===== src/rtl/hci_mem_bank_rmw_if.sv =====
// -----------------------------------------------------------------------------
// hci_mem_bank_rmw_if
//
// Purpose: TCDM request/response bundle between one interconnect master port
// and the per-bank controller hci_mem_bank_rmw.
//
// Signals (names follow the bank controller's port list):
//   req_i      request valid                     (master -> slave)
//   gnt_o      grant                             (slave  -> master)
//   add_i      word address, AW bits             (master -> slave)
//   wen_i      1 = read, 0 = write               (master -> slave)
//   be_i       byte enables, NB = DW/BW bits     (master -> slave)
//   data_i     write data, DW bits               (master -> slave)
//   id_i       request ID, IW bits               (master -> slave)
//   r_valid_o  response valid                    (slave  -> master)
//   r_data_o   read data (0 on write responses)  (slave  -> master)
//   r_id_o     response ID                       (slave  -> master)
//
// Handshake: a request transfers in a cycle where req_i and gnt_o are both
// high. The response is unconditional (no backpressure): r_valid_o is a
// single-cycle pulse exactly one cycle after the transfer.
// -----------------------------------------------------------------------------
interface hci_mem_bank_rmw_if #(
  parameter int DW = 32,
  parameter int BW = 8,
  parameter int AW = 10,
  parameter int IW = 8
) ();

  localparam int NB = DW / BW;

  logic          req_i;
  logic          gnt_o;
  logic [AW-1:0] add_i;
  logic          wen_i;
  logic [NB-1:0] be_i;
  logic [DW-1:0] data_i;
  logic [IW-1:0] id_i;
  logic          r_valid_o;
  logic [DW-1:0] r_data_o;
  logic [IW-1:0] r_id_o;

  // Initiator side (interconnect / testbench driver).
  modport master (
    output req_i, add_i, wen_i, be_i, data_i, id_i,
    input  gnt_o, r_valid_o, r_data_o, r_id_o
  );

  // Target side (bank controller).
  modport slave (
    input  req_i, add_i, wen_i, be_i, data_i, id_i,
    output gnt_o, r_valid_o, r_data_o, r_id_o
  );

endinterface


===== src/rtl/hci_mem_bank_rmw.sv =====
// -----------------------------------------------------------------------------
// hci_mem_bank_rmw
//
// Purpose: per-bank memory-side controller for one TCDM bank. It drives a
// single-port SRAM that only supports full-word writes. Partial (byte-enabled)
// writes are turned into an SRAM read followed by a merged full-word write.
// Every granted request gets its response exactly one cycle after the grant.
//
// Optional feature macro: HCI_MEM_BANK_STATS_EN
//   defined   -> 32-bit read / write / read-modify-write statistics counters
//   undefined -> no counter registers, cnt_*_o tied to 0, cnt_clr_i ignored
//
// Ports:
//   clk_i          clock, rising edge
//   rst_i          asynchronous active-high reset
//   clear_i        synchronous clear (drops a pending merge, ignores requests)
//   tcdm           hci_mem_bank_rmw_if.slave: req/gnt/add/wen/be/data/id and
//                  r_valid/r_data/r_id
//   sram_req_o     SRAM access strobe
//   sram_we_o      1 = SRAM full-word write, 0 = read
//   sram_add_o     SRAM word address
//   sram_wdata_o   SRAM write data
//   sram_rdata_i   SRAM read data, valid one cycle after a read strobe
//   cnt_clr_i      clear statistics counters (wins over increments)
//   cnt_rd_o       granted reads
//   cnt_wr_o       granted writes (full, partial and zero-byte)
//   cnt_rmw_o      granted partial writes
//   dbg_state_o    current FSM state (0 = IDLE, 1 = MERGE)
//
// Handshake: a request transfers when req_i & gnt_o and clear_i is low.
// gnt_o is high in IDLE and low in MERGE. Responses have no backpressure;
// r_valid_o pulses for one cycle, one cycle after the transfer.
// -----------------------------------------------------------------------------
module hci_mem_bank_rmw #(
  parameter int DW = 32,
  parameter int BW = 8,
  parameter int AW = 10,
  parameter int IW = 8
) (
  input  logic                 clk_i,
  input  logic                 rst_i,
  input  logic                 clear_i,

  hci_mem_bank_rmw_if.slave    tcdm,

  output logic                 sram_req_o,
  output logic                 sram_we_o,
  output logic [AW-1:0]        sram_add_o,
  output logic [DW-1:0]        sram_wdata_o,
  input  logic [DW-1:0]        sram_rdata_i,

  input  logic                 cnt_clr_i,
  output logic [31:0]          cnt_rd_o,
  output logic [31:0]          cnt_wr_o,
  output logic [31:0]          cnt_rmw_o,

  output logic [0:0]           dbg_state_o
);

  localparam int NB = DW / BW;

  localparam logic [0:0] ST_IDLE  = 1'b0;
  localparam logic [0:0] ST_MERGE = 1'b1;

  // ---------------------------------------------------------------------------
  // State and registered request/response context
  // ---------------------------------------------------------------------------
  logic [0:0]    state_q;
  logic [0:0]    state_d;

  logic [AW-1:0] add_q;      // partial write: latched address
  logic [DW-1:0] data_q;     // partial write: latched write data
  logic [NB-1:0] be_q;       // partial write: latched byte enables

  logic          r_valid_q;  // a response is due this cycle
  logic          rsp_rd_q;   // the due response belongs to a read
  logic [IW-1:0] r_id_q;

  // ---------------------------------------------------------------------------
  // Request decode
  // ---------------------------------------------------------------------------
  logic in_idle;
  logic in_merge;
  logic accept;
  logic be_full;
  logic be_zero;
  logic acc_rd;
  logic acc_wr;
  logic acc_full;
  logic acc_part;
  logic merge_wr;

  assign in_idle  = (state_q == ST_IDLE);
  assign in_merge = (state_q == ST_MERGE);

  // clear_i in IDLE drops the request even though gnt_o stays high.
  assign accept   = in_idle & tcdm.req_i & ~clear_i;

  assign be_full  = &tcdm.be_i;
  assign be_zero  = ~|tcdm.be_i;

  assign acc_rd   = accept & tcdm.wen_i;
  assign acc_wr   = accept & ~tcdm.wen_i;
  assign acc_full = acc_wr & be_full;
  assign acc_part = acc_wr & ~be_full & ~be_zero;

  // The merge write is abandoned if clear_i arrives during MERGE.
  assign merge_wr = in_merge & ~clear_i;

  // ---------------------------------------------------------------------------
  // Byte merge: enabled lanes from the latched write data, the rest from the
  // word read out of the SRAM in the previous (grant) cycle.
  // ---------------------------------------------------------------------------
  logic [DW-1:0] merged;

  always_comb begin
    merged = sram_rdata_i;
    for (int k = 0; k < NB; k++) begin
      if (be_q[k]) begin
        merged[k*BW +: BW] = data_q[k*BW +: BW];
      end
    end
  end

  // ---------------------------------------------------------------------------
  // SRAM port
  // Address/data follow the incoming request in IDLE and the latched context in
  // MERGE; they are don't-care whenever sram_req_o is low.
  // ---------------------------------------------------------------------------
  always_comb begin
    sram_req_o   = 1'b0;
    sram_we_o    = 1'b0;
    sram_add_o   = tcdm.add_i;
    sram_wdata_o = tcdm.data_i;
    if (in_merge) begin
      sram_req_o   = merge_wr;
      sram_we_o    = merge_wr;
      sram_add_o   = add_q;
      sram_wdata_o = merged;
    end else begin
      // Partial writes start with a read of the old word; zero-byte writes
      // never touch the SRAM.
      sram_req_o = acc_rd | acc_full | acc_part;
      sram_we_o  = acc_full;
    end
  end

  // ---------------------------------------------------------------------------
  // FSM: MERGE lasts exactly one cycle, whatever clear_i does.
  // ---------------------------------------------------------------------------
  always_comb begin
    state_d = ST_IDLE;
    if (in_idle && acc_part) begin
      state_d = ST_MERGE;
    end
  end

  always_ff @(posedge clk_i or posedge rst_i) begin
    if (rst_i) begin
      state_q   <= ST_IDLE;
      add_q     <= '0;
      data_q    <= '0;
      be_q      <= '0;
      r_valid_q <= 1'b0;
      rsp_rd_q  <= 1'b0;
      r_id_q    <= '0;
    end else begin
      state_q   <= state_d;
      // Every accepted request, of any type, is answered in the next cycle.
      // For a partial write that next cycle is the MERGE cycle itself.
      r_valid_q <= accept;
      rsp_rd_q  <= acc_rd;
      if (accept) begin
        r_id_q <= tcdm.id_i;
      end
      if (acc_part) begin
        add_q  <= tcdm.add_i;
        data_q <= tcdm.data_i;
        be_q   <= tcdm.be_i;
      end
    end
  end

  // ---------------------------------------------------------------------------
  // TCDM outputs
  // ---------------------------------------------------------------------------
  assign tcdm.gnt_o     = in_idle;
  // A clear during MERGE cancels the write response due in that same cycle.
  assign tcdm.r_valid_o = r_valid_q & ~(in_merge & clear_i);
  // Read data comes straight from the SRAM output register; write responses
  // (and idle cycles) return zero.
  assign tcdm.r_data_o  = rsp_rd_q ? sram_rdata_i : '0;
  assign tcdm.r_id_o    = r_id_q;

  assign dbg_state_o    = state_q;

  // ---------------------------------------------------------------------------
  // Statistics counters
  // ---------------------------------------------------------------------------
`ifdef HCI_MEM_BANK_STATS_EN
  logic [31:0] cnt_rd_q;
  logic [31:0] cnt_wr_q;
  logic [31:0] cnt_rmw_q;

  // Counting happens at grant; a merge that is later cleared still counts.
  always_ff @(posedge clk_i or posedge rst_i) begin
    if (rst_i) begin
      cnt_rd_q  <= '0;
      cnt_wr_q  <= '0;
      cnt_rmw_q <= '0;
    end else if (cnt_clr_i) begin
      cnt_rd_q  <= '0;
      cnt_wr_q  <= '0;
      cnt_rmw_q <= '0;
    end else begin
      if (acc_rd) begin
        cnt_rd_q <= cnt_rd_q + 32'd1;
      end
      if (acc_wr) begin
        cnt_wr_q <= cnt_wr_q + 32'd1;
      end
      if (acc_part) begin
        cnt_rmw_q <= cnt_rmw_q + 32'd1;
      end
    end
  end

  assign cnt_rd_o  = cnt_rd_q;
  assign cnt_wr_o  = cnt_wr_q;
  assign cnt_rmw_o = cnt_rmw_q;
`else
  logic unused_cnt_clr;

  assign unused_cnt_clr = cnt_clr_i;
  assign cnt_rd_o       = '0;
  assign cnt_wr_o       = '0;
  assign cnt_rmw_o      = '0;
`endif

endmodule


===== src/flat_wrapper.sv =====
// flat-port wrapper written by rule: the top's interface ports become plain ports
module hci_mem_bank_rmw_flat 
#(
  parameter int DW = 32,
  parameter int BW = 8,
  parameter int AW = 10,
  parameter int IW = 8
)
  (clk_i, rst_i, clear_i, sram_req_o, sram_we_o, sram_add_o, sram_wdata_o, sram_rdata_i, cnt_clr_i, cnt_rd_o, cnt_wr_o, cnt_rmw_o, dbg_state_o, tcdm_req_i, tcdm_add_i, tcdm_wen_i, tcdm_be_i, tcdm_data_i, tcdm_id_i, tcdm_gnt_o, tcdm_r_valid_o, tcdm_r_data_o, tcdm_r_id_o);
  hci_mem_bank_rmw_if #(.DW(DW), .BW(BW), .AW(AW), .IW(IW)) tcdm_i ();
  input  logic clk_i;
  input  logic rst_i;
  input  logic clear_i;
  output logic sram_req_o;
  output logic sram_we_o;
  output logic [AW-1:0] sram_add_o;
  output logic [DW-1:0] sram_wdata_o;
  input  logic [DW-1:0] sram_rdata_i;
  input  logic cnt_clr_i;
  output logic [31:0] cnt_rd_o;
  output logic [31:0] cnt_wr_o;
  output logic [31:0] cnt_rmw_o;
  output logic [0:0] dbg_state_o;
  input wire logic [$bits(tcdm_i.req_i)-1:0] tcdm_req_i;
  input wire logic [$bits(tcdm_i.add_i)-1:0] tcdm_add_i;
  input wire logic [$bits(tcdm_i.wen_i)-1:0] tcdm_wen_i;
  input wire logic [$bits(tcdm_i.be_i)-1:0] tcdm_be_i;
  input wire logic [$bits(tcdm_i.data_i)-1:0] tcdm_data_i;
  input wire logic [$bits(tcdm_i.id_i)-1:0] tcdm_id_i;
  output wire logic [$bits(tcdm_i.gnt_o)-1:0] tcdm_gnt_o;
  output wire logic [$bits(tcdm_i.r_valid_o)-1:0] tcdm_r_valid_o;
  output wire logic [$bits(tcdm_i.r_data_o)-1:0] tcdm_r_data_o;
  output wire logic [$bits(tcdm_i.r_id_o)-1:0] tcdm_r_id_o;
  assign tcdm_i.req_i = tcdm_req_i;
  assign tcdm_i.add_i = tcdm_add_i;
  assign tcdm_i.wen_i = tcdm_wen_i;
  assign tcdm_i.be_i = tcdm_be_i;
  assign tcdm_i.data_i = tcdm_data_i;
  assign tcdm_i.id_i = tcdm_id_i;
  assign tcdm_gnt_o = tcdm_i.gnt_o;
  assign tcdm_r_valid_o = tcdm_i.r_valid_o;
  assign tcdm_r_data_o = tcdm_i.r_data_o;
  assign tcdm_r_id_o = tcdm_i.r_id_o;
  hci_mem_bank_rmw #(.DW(DW), .BW(BW), .AW(AW), .IW(IW)) u_core (.clk_i(clk_i), .rst_i(rst_i), .clear_i(clear_i), .tcdm(tcdm_i), .sram_req_o(sram_req_o), .sram_we_o(sram_we_o), .sram_add_o(sram_add_o), .sram_wdata_o(sram_wdata_o), .sram_rdata_i(sram_rdata_i), .cnt_clr_i(cnt_clr_i), .cnt_rd_o(cnt_rd_o), .cnt_wr_o(cnt_wr_o), .cnt_rmw_o(cnt_rmw_o), .dbg_state_o(dbg_state_o));
endmodule

===== config.mk =====
export PLATFORM = sky130hd
export DESIGN_NAME = hci_mem_bank_rmw_flat
export DESIGN_NICKNAME = d
export VERILOG_FILES = /design/src/rtl/hci_mem_bank_rmw_if.sv /design/src/rtl/hci_mem_bank_rmw.sv /design/src/flat_wrapper.sv
export SDC_FILE = /design/constraint.sdc
export NUM_CORES = 1
export LEC_CHECK = 0
export CAP_MARGIN = 20
export CORE_ASPECT_RATIO = 0.9
export CORE_MARGIN = 2
export CORE_UTILIZATION = 32
export DETAILED_ROUTE_END_ITERATION = 6
export PLACE_DENSITY = 0.88
export SLEW_MARGIN = 20
export SYNTH_ARGS = -nofsm -noshare
export SYNTH_HDL_FRONTEND = slang
export SYNTH_SLANG_ARGS = --single-unit

===== constraint.sdc =====
create_clock -name clk_i -period 2.3 [get_ports clk_i]
set_input_delay 0.46 -clock clk_i [delete_from_list [all_inputs] [get_ports clk_i]]
set_output_delay 0.46 -clock clk_i [all_outputs]
set_load 0.02 [all_outputs]

## After elaboration in Yosys (flattened, before gate mapping)

Index checks and enable logic that the tools add are counted.
Widths: inputs -> output; s select.

| storage, ports and cells | value |
|---|---|
| logic and storage cells | 37 |
| output and inout port bits | 183 |
| bits of input ports | 92 |
| bits in registers | 57 |

| cells by class | value |
|---|---|
| bitwise logic cells | 17 |
| reductions and logical operators | 3 |
| multiplexer cells | 10 |

Operators with widths:

| cell | count |
|---|---|
| $mux 32 | 2 |
| $mux 8 | 4 |
| $and 1x1->1 | 10 |
| $mux 10 | 1 |
| $not 1->1 | 5 |
| $reduce_and 4->1 | 1 |
| $reduce_or 4->1 | 1 |
| $mux 1 | 3 |
| $or 1x1->1 | 2 |
| $logic_and 1x1->1 | 1 |

## Logic depth before layout (Yosys ltp)

| logic depth | value |
|---|---|
| depth after elaboration | 8 |
| mapped depth | 6 |
| mapped depth without buffers | 4 |

## Least setup slack after synthesis

OpenSTA, ideal clock, no wires.

| timing path | value |
|---|---|
| path kind | reg-to-reg |
| from | register u_core.state_q (netlist: u_core.dbg_state_o) |
| to | register u_core.add_q[6] |
| buffers on the path | 3 |
| setup slack | 0.054 ns |
| setup time | 0.125 ns |
| data required time | 2.175 ns |
| period minus slack after synthesis | 2.246 ns |
| arrival | 2.121 ns |
| stages on the path, launching flop included | 7 |
| cells stage by stage | dfrtp_1 > or3b_1 > buf_2 > or4b_4 > buf_6 > buf_6 > mux2_4 |

| on the way | value |
|---|---|
| word-level cells in the longest chain between the ends | 6 |

RTL lines:

| item | RTL line | RTL |
|---|---|---|
| start: declaration | hci_mem_bank_rmw.sv:68 | `logic [0:0] state_q;` |
| start signal: assignment | hci_mem_bank_rmw.sv:168 | `state_q <= state_d;` |
| $not 1->1 | hci_mem_bank_rmw.sv:93 | `assign in_idle = (state_q == ST_IDLE);` |
| $and 1x1->1 (2 in series) | hci_mem_bank_rmw.sv:97 | `assign accept = in_idle & tcdm.req_i & ~clear_i;` |
| $and 1x1->1 | hci_mem_bank_rmw.sv:103 | `assign acc_wr = accept & ~tcdm.wen_i;` |
| $and 1x1->1 (2 in series) | hci_mem_bank_rmw.sv:105 | `assign acc_part = acc_wr & ~be_full & ~be_zero;` |
| end signal: assignment | hci_mem_bank_rmw.sv:177 | `add_q <= tcdm.add_i;` |
| end: declaration | hci_mem_bank_rmw.sv:71 | `logic [AW-1:0] add_q;` |

No other way between the ends.
A chain may end at the register's enable or synchronous reset.

## Worst setup path after layout

| timing path | value |
|---|---|
| from | input tcdm_be_i[3] |
| to | output sram_req_o |

| on the way | value |
|---|---|
| word-level cells in the longest chain between the ends | 6 |
| elaborated cells between the ends (all ways) | 9 |
| classes of those cells | mux: 1; bitwise: 6; reduce/logical: 2 |

RTL lines:

| item | RTL line | RTL |
|---|---|---|
| start: declaration | flat_wrapper.sv:27 | `input wire logic [$bits(tcdm_i.be_i)-1:0] tcdm_be_i;` |
| $reduce_and 4->1 | hci_mem_bank_rmw.sv:99 | `assign be_full = &tcdm.be_i;` |
| $not 1->1 | hci_mem_bank_rmw.sv:105 |  |
| $and 1x1->1 (2 in series) | hci_mem_bank_rmw.sv:105 |  |
| $or 1x1->1 (*) | hci_mem_bank_rmw.sv:143 | `sram_req_o = acc_rd \| acc_full \| acc_part;` |
| $mux 1 (*) | hci_mem_bank_rmw.sv:135 | `if (in_merge) begin` |
| end: declaration | flat_wrapper.sv:14 | `output logic sram_req_o;` |

Every way passes the cells marked *; elsewhere a longest branch is shown, timed or not.

==> metrics.md <==
| Metric | Value |
|---|---|
| Hold Path Stages | 2 |
| Root Driver | clkbuf_16 |
| Post-synth top area share | a little over a third |
| CP Launch Type | input port |
| # DRC | 0 |
| Final Hold Viols | 0 |
| Ratio of cells with drive above 1 in the final layout | 15.90% |
| CTS tree | yes |
| GRT Resource Usage Total | 15.83% |
| Routed WL | about 11,000 um |
| IO Port Bufs | ~180 |
| Final #Nets | between 600 and 700 |
| Worst Hold End | u_core.be_q[0] |
| Cell Area, Synth | slightly below 4000 sq um |
| Area growth from synthesis to layout | 52.47% |
| Clock Latency Late Sink | about 320 ps |
| Fmax | approximately 450 MHz |
| First-pass DRT Iterations | 5 |
| Area of the multi-input gates | about 2000 sq um |
| First-pass GRT wire length | between 15,000 and 20,000 um |
| Skew final | 8.325 ps |
| Row count | 38 |
| Pin count of the biggest net entering global routing | 58 |
| R2R cell count | 5 |
| Power Dens Cells | between 600 and 700 nW/um^2 |
| Crit-path cells | clkdlybuf4s50_1 -> or4_4 -> o21ai_2 -> a21oi_1 -> buf_2 |
| Post-route insts no fill | between 700 and 800 |
| Syn avg cell area | 9.928 sq um |
| Synthesized instance count | ~400 |
| DRT iter0 DRCs | 69 |
| Sequential share of the synthesized area | about 36% |
| R2R Setup Slk | around 100 ps |
| VDD IR max | around 0.34 mV |
| Initial antenna violation count | 0 |
| Critical hold path startpoint | tcdm_be_i[0] |
| Yosys warnings | 0 |
| Reg-to-reg endpoint | u_core.data_q[10] |
| # H-tree levels | 3 |
| Unique cell type count in the Yosys netlist | 23 |
| Slowest cell on the critical path | or4_4 |
| Worst-path clk slew | about 60 ps |
| Horiz. Die Dim | ~120 um |
| RSZ-0062 raised after global routing | false |
| Synth area leaders | dfrtp_1 36%, buf_4 18%, mux2i_1 8.1%, mux2_2 7.7%, mux2_4 7.6% |
| Fillers | approximately 1,100 |
| ANT cells | 0 |
| Tmin final | roughly 2200 ps |
| Synth Register Bits | 57 |
| Core box area | 12,030 sq um |
| Initial Util | 32.85% |
| Die Ht | 109.4 um |
| Leakage power | around 3 nW |
| ANT nets after route | 0 |
| Ports | roughly 280 |
| Post-synth top area cell | dfrtp_1 |
| CP Max Fanout | 2 |
| Clock sink count | 57 |
| Tcrit/Tclk final | 96.42% |
| Slew Limit Fails | 0 |
| Worst Path Buf+Inv | 2 |
| Placed cell count | approximately 720 |
| Commonest cells after routing, fill and taps aside | 126 x clkdlybuf4s50_1, 96 x conb_1, 53 x dfrtp_1 |
| DR WL/cell | approximately 15 um |
| Final setup vio count | 0 |
| Vias in the first global route | ~3,100 |
| Outcome | completed |
| GP Congestion | a little under 0.8 |
| Min-delay worst type | input port to register |
| Vias/cell | roughly 4.2 |
| Maxcap violations | 0 |
| Required time of the critical path | around 1800 ps |
| Die Area | roughly 13,000 sq um |
| Critical path's largest stage delay | approximately 520 ps |
| Number of buffers created by CTS | 9 |
| Register area | approximately 1400 sq um |
| WHS | 456.3 ps |
| RR Startpoint | u_core.dbg_state_o |
| Hpwl dp | approximately 7500 um |
| CP endpoint kind | output pin |
| Maximum root-to-sink buffer count | 2 |
| CP top delay family | buffers and inverters |
| Remaining Overflow, GRT | 0 |
| Most common cell after layout, fill and taps aside | clkdlybuf4s50_1 |
| Critical path type | input port to output pin |
| Via count | 3,144 |
| CP arrival | ~1800 ps |
[Yosys cell counts, drive strengths merged]
cell type / n
mux2: 56
nor2: 32
a21boi: 1
or4: 1
a21oi: 33
and4: 1
dfrtp: 57
nand3b: 1
buf: 106
clkbuf: 12
o21ai: 2
inv: 4
mux2i: 32
or4b: 1
and2: 33
or3b: 1
conb: 1
nand2: 24
[worst max path at each step]
| stage | start | to | slack (ps) | depth (start not counted) |
|---|---|---|---|---|
| 2_1_floorplan | u_core.dbg_state_o | u_core.add_q[6] | 50 | 6 |
| 3_3_place_gp | tcdm_be_i[1] | sram_req_o | -460 | 5 |
| 3_5_place_dp | tcdm_be_i[1] | sram_req_o | -480 | 5 |
| 4_1_cts | tcdm_be_i[3] | sram_req_o | 30 | 5 |
| 5_1_grt | u_core.dbg_state_o | dbg_state_o | 20 | 2 |
| 6_report | tcdm_be_i[3] | sram_req_o | 80 | 5 |
[flip-flops by register name, summed over array words and instances, names as in the netlist]
signal              cells
u_core.dbg_state_o      1
u_core.rsp_rd_q         1
u_core.be_q             4
u_core.add_q           10
u_core.r_valid_q        1
u_core.tcdm.r_id_o      8
u_core.data_q          32
[routing by layer]
metal / global-route usage (%) / part of all wire [%] / vias to the layer above
met1: 18.63 / 41 / 1508
met3: 4.720 / 7.4 / 6
met4: 4.187 / 0.74 / 0
met5: 0 / 0 / -
li1: - / - / 1495
met2: 28.25 / 51 / 135
[area by class of cell]
type | count | share of cell area (%)
multi-input cells | 314 | 34.02
repair buffers | 194 | 32.94
flip-flops and latches | 57 | 23.76
clock buffers | 10 | 3.967
well taps | 160 | 3.323
clock inverters | 6 | 1.745
inverters | 4 | 0.2492
[kinds of logic (layout without fill, tap and decap cells)]
group / Yosys count / in the layout / synth area share [%]
other cells: 1 / 96 / 0.09491
mux: 88 / 88 / 25.97
compound gates: 36 / 36 / 4.623
simple gates: 94 / 94 / 11.72
buf+inv: 122 / 214 / 21.50
flops: 57 / 57 / 36.10
[through the flow]
step / power, W / setup slack (ps) / util [%] / setup TNS [ps] / instance area (sq um)
floorplan: 0.002235 / 53.67 / - / 0 / 4308
global placement: 0.002557 / -456.1 / 46.44 / -18320 / 5587
detailed placement: 0.002599 / -476.3 / 46.44 / -20620 / 5587
CTS: 0.004174 / 31.20 / 50.08 / 0 / 6025
global route: 0.004332 / 16.32 / 50.08 / 0 / 6025
finish: 0.004123 / 82.35 / 50.08 / 0 / 6025
[power breakdown]
| group | switching (W) | internal (W) |
|---|---|---|
| clock | 0.000469 | 0.00108 |
| combinational | 0.000549 | 0.000625 |
| sequential | 0.000182 | 0.00122 |
[timing repair]
action | in CTS | in global routing
cloned | 4 | 0
endpoints found under the setup margin | 91 | 2
buffers inserted | 2 | 0
pin swaps | 2 | 1
hold buffers | 0 | 0
resized for setup | 66 | 3
No activity file was read; power rests on OpenSTA's default activity.
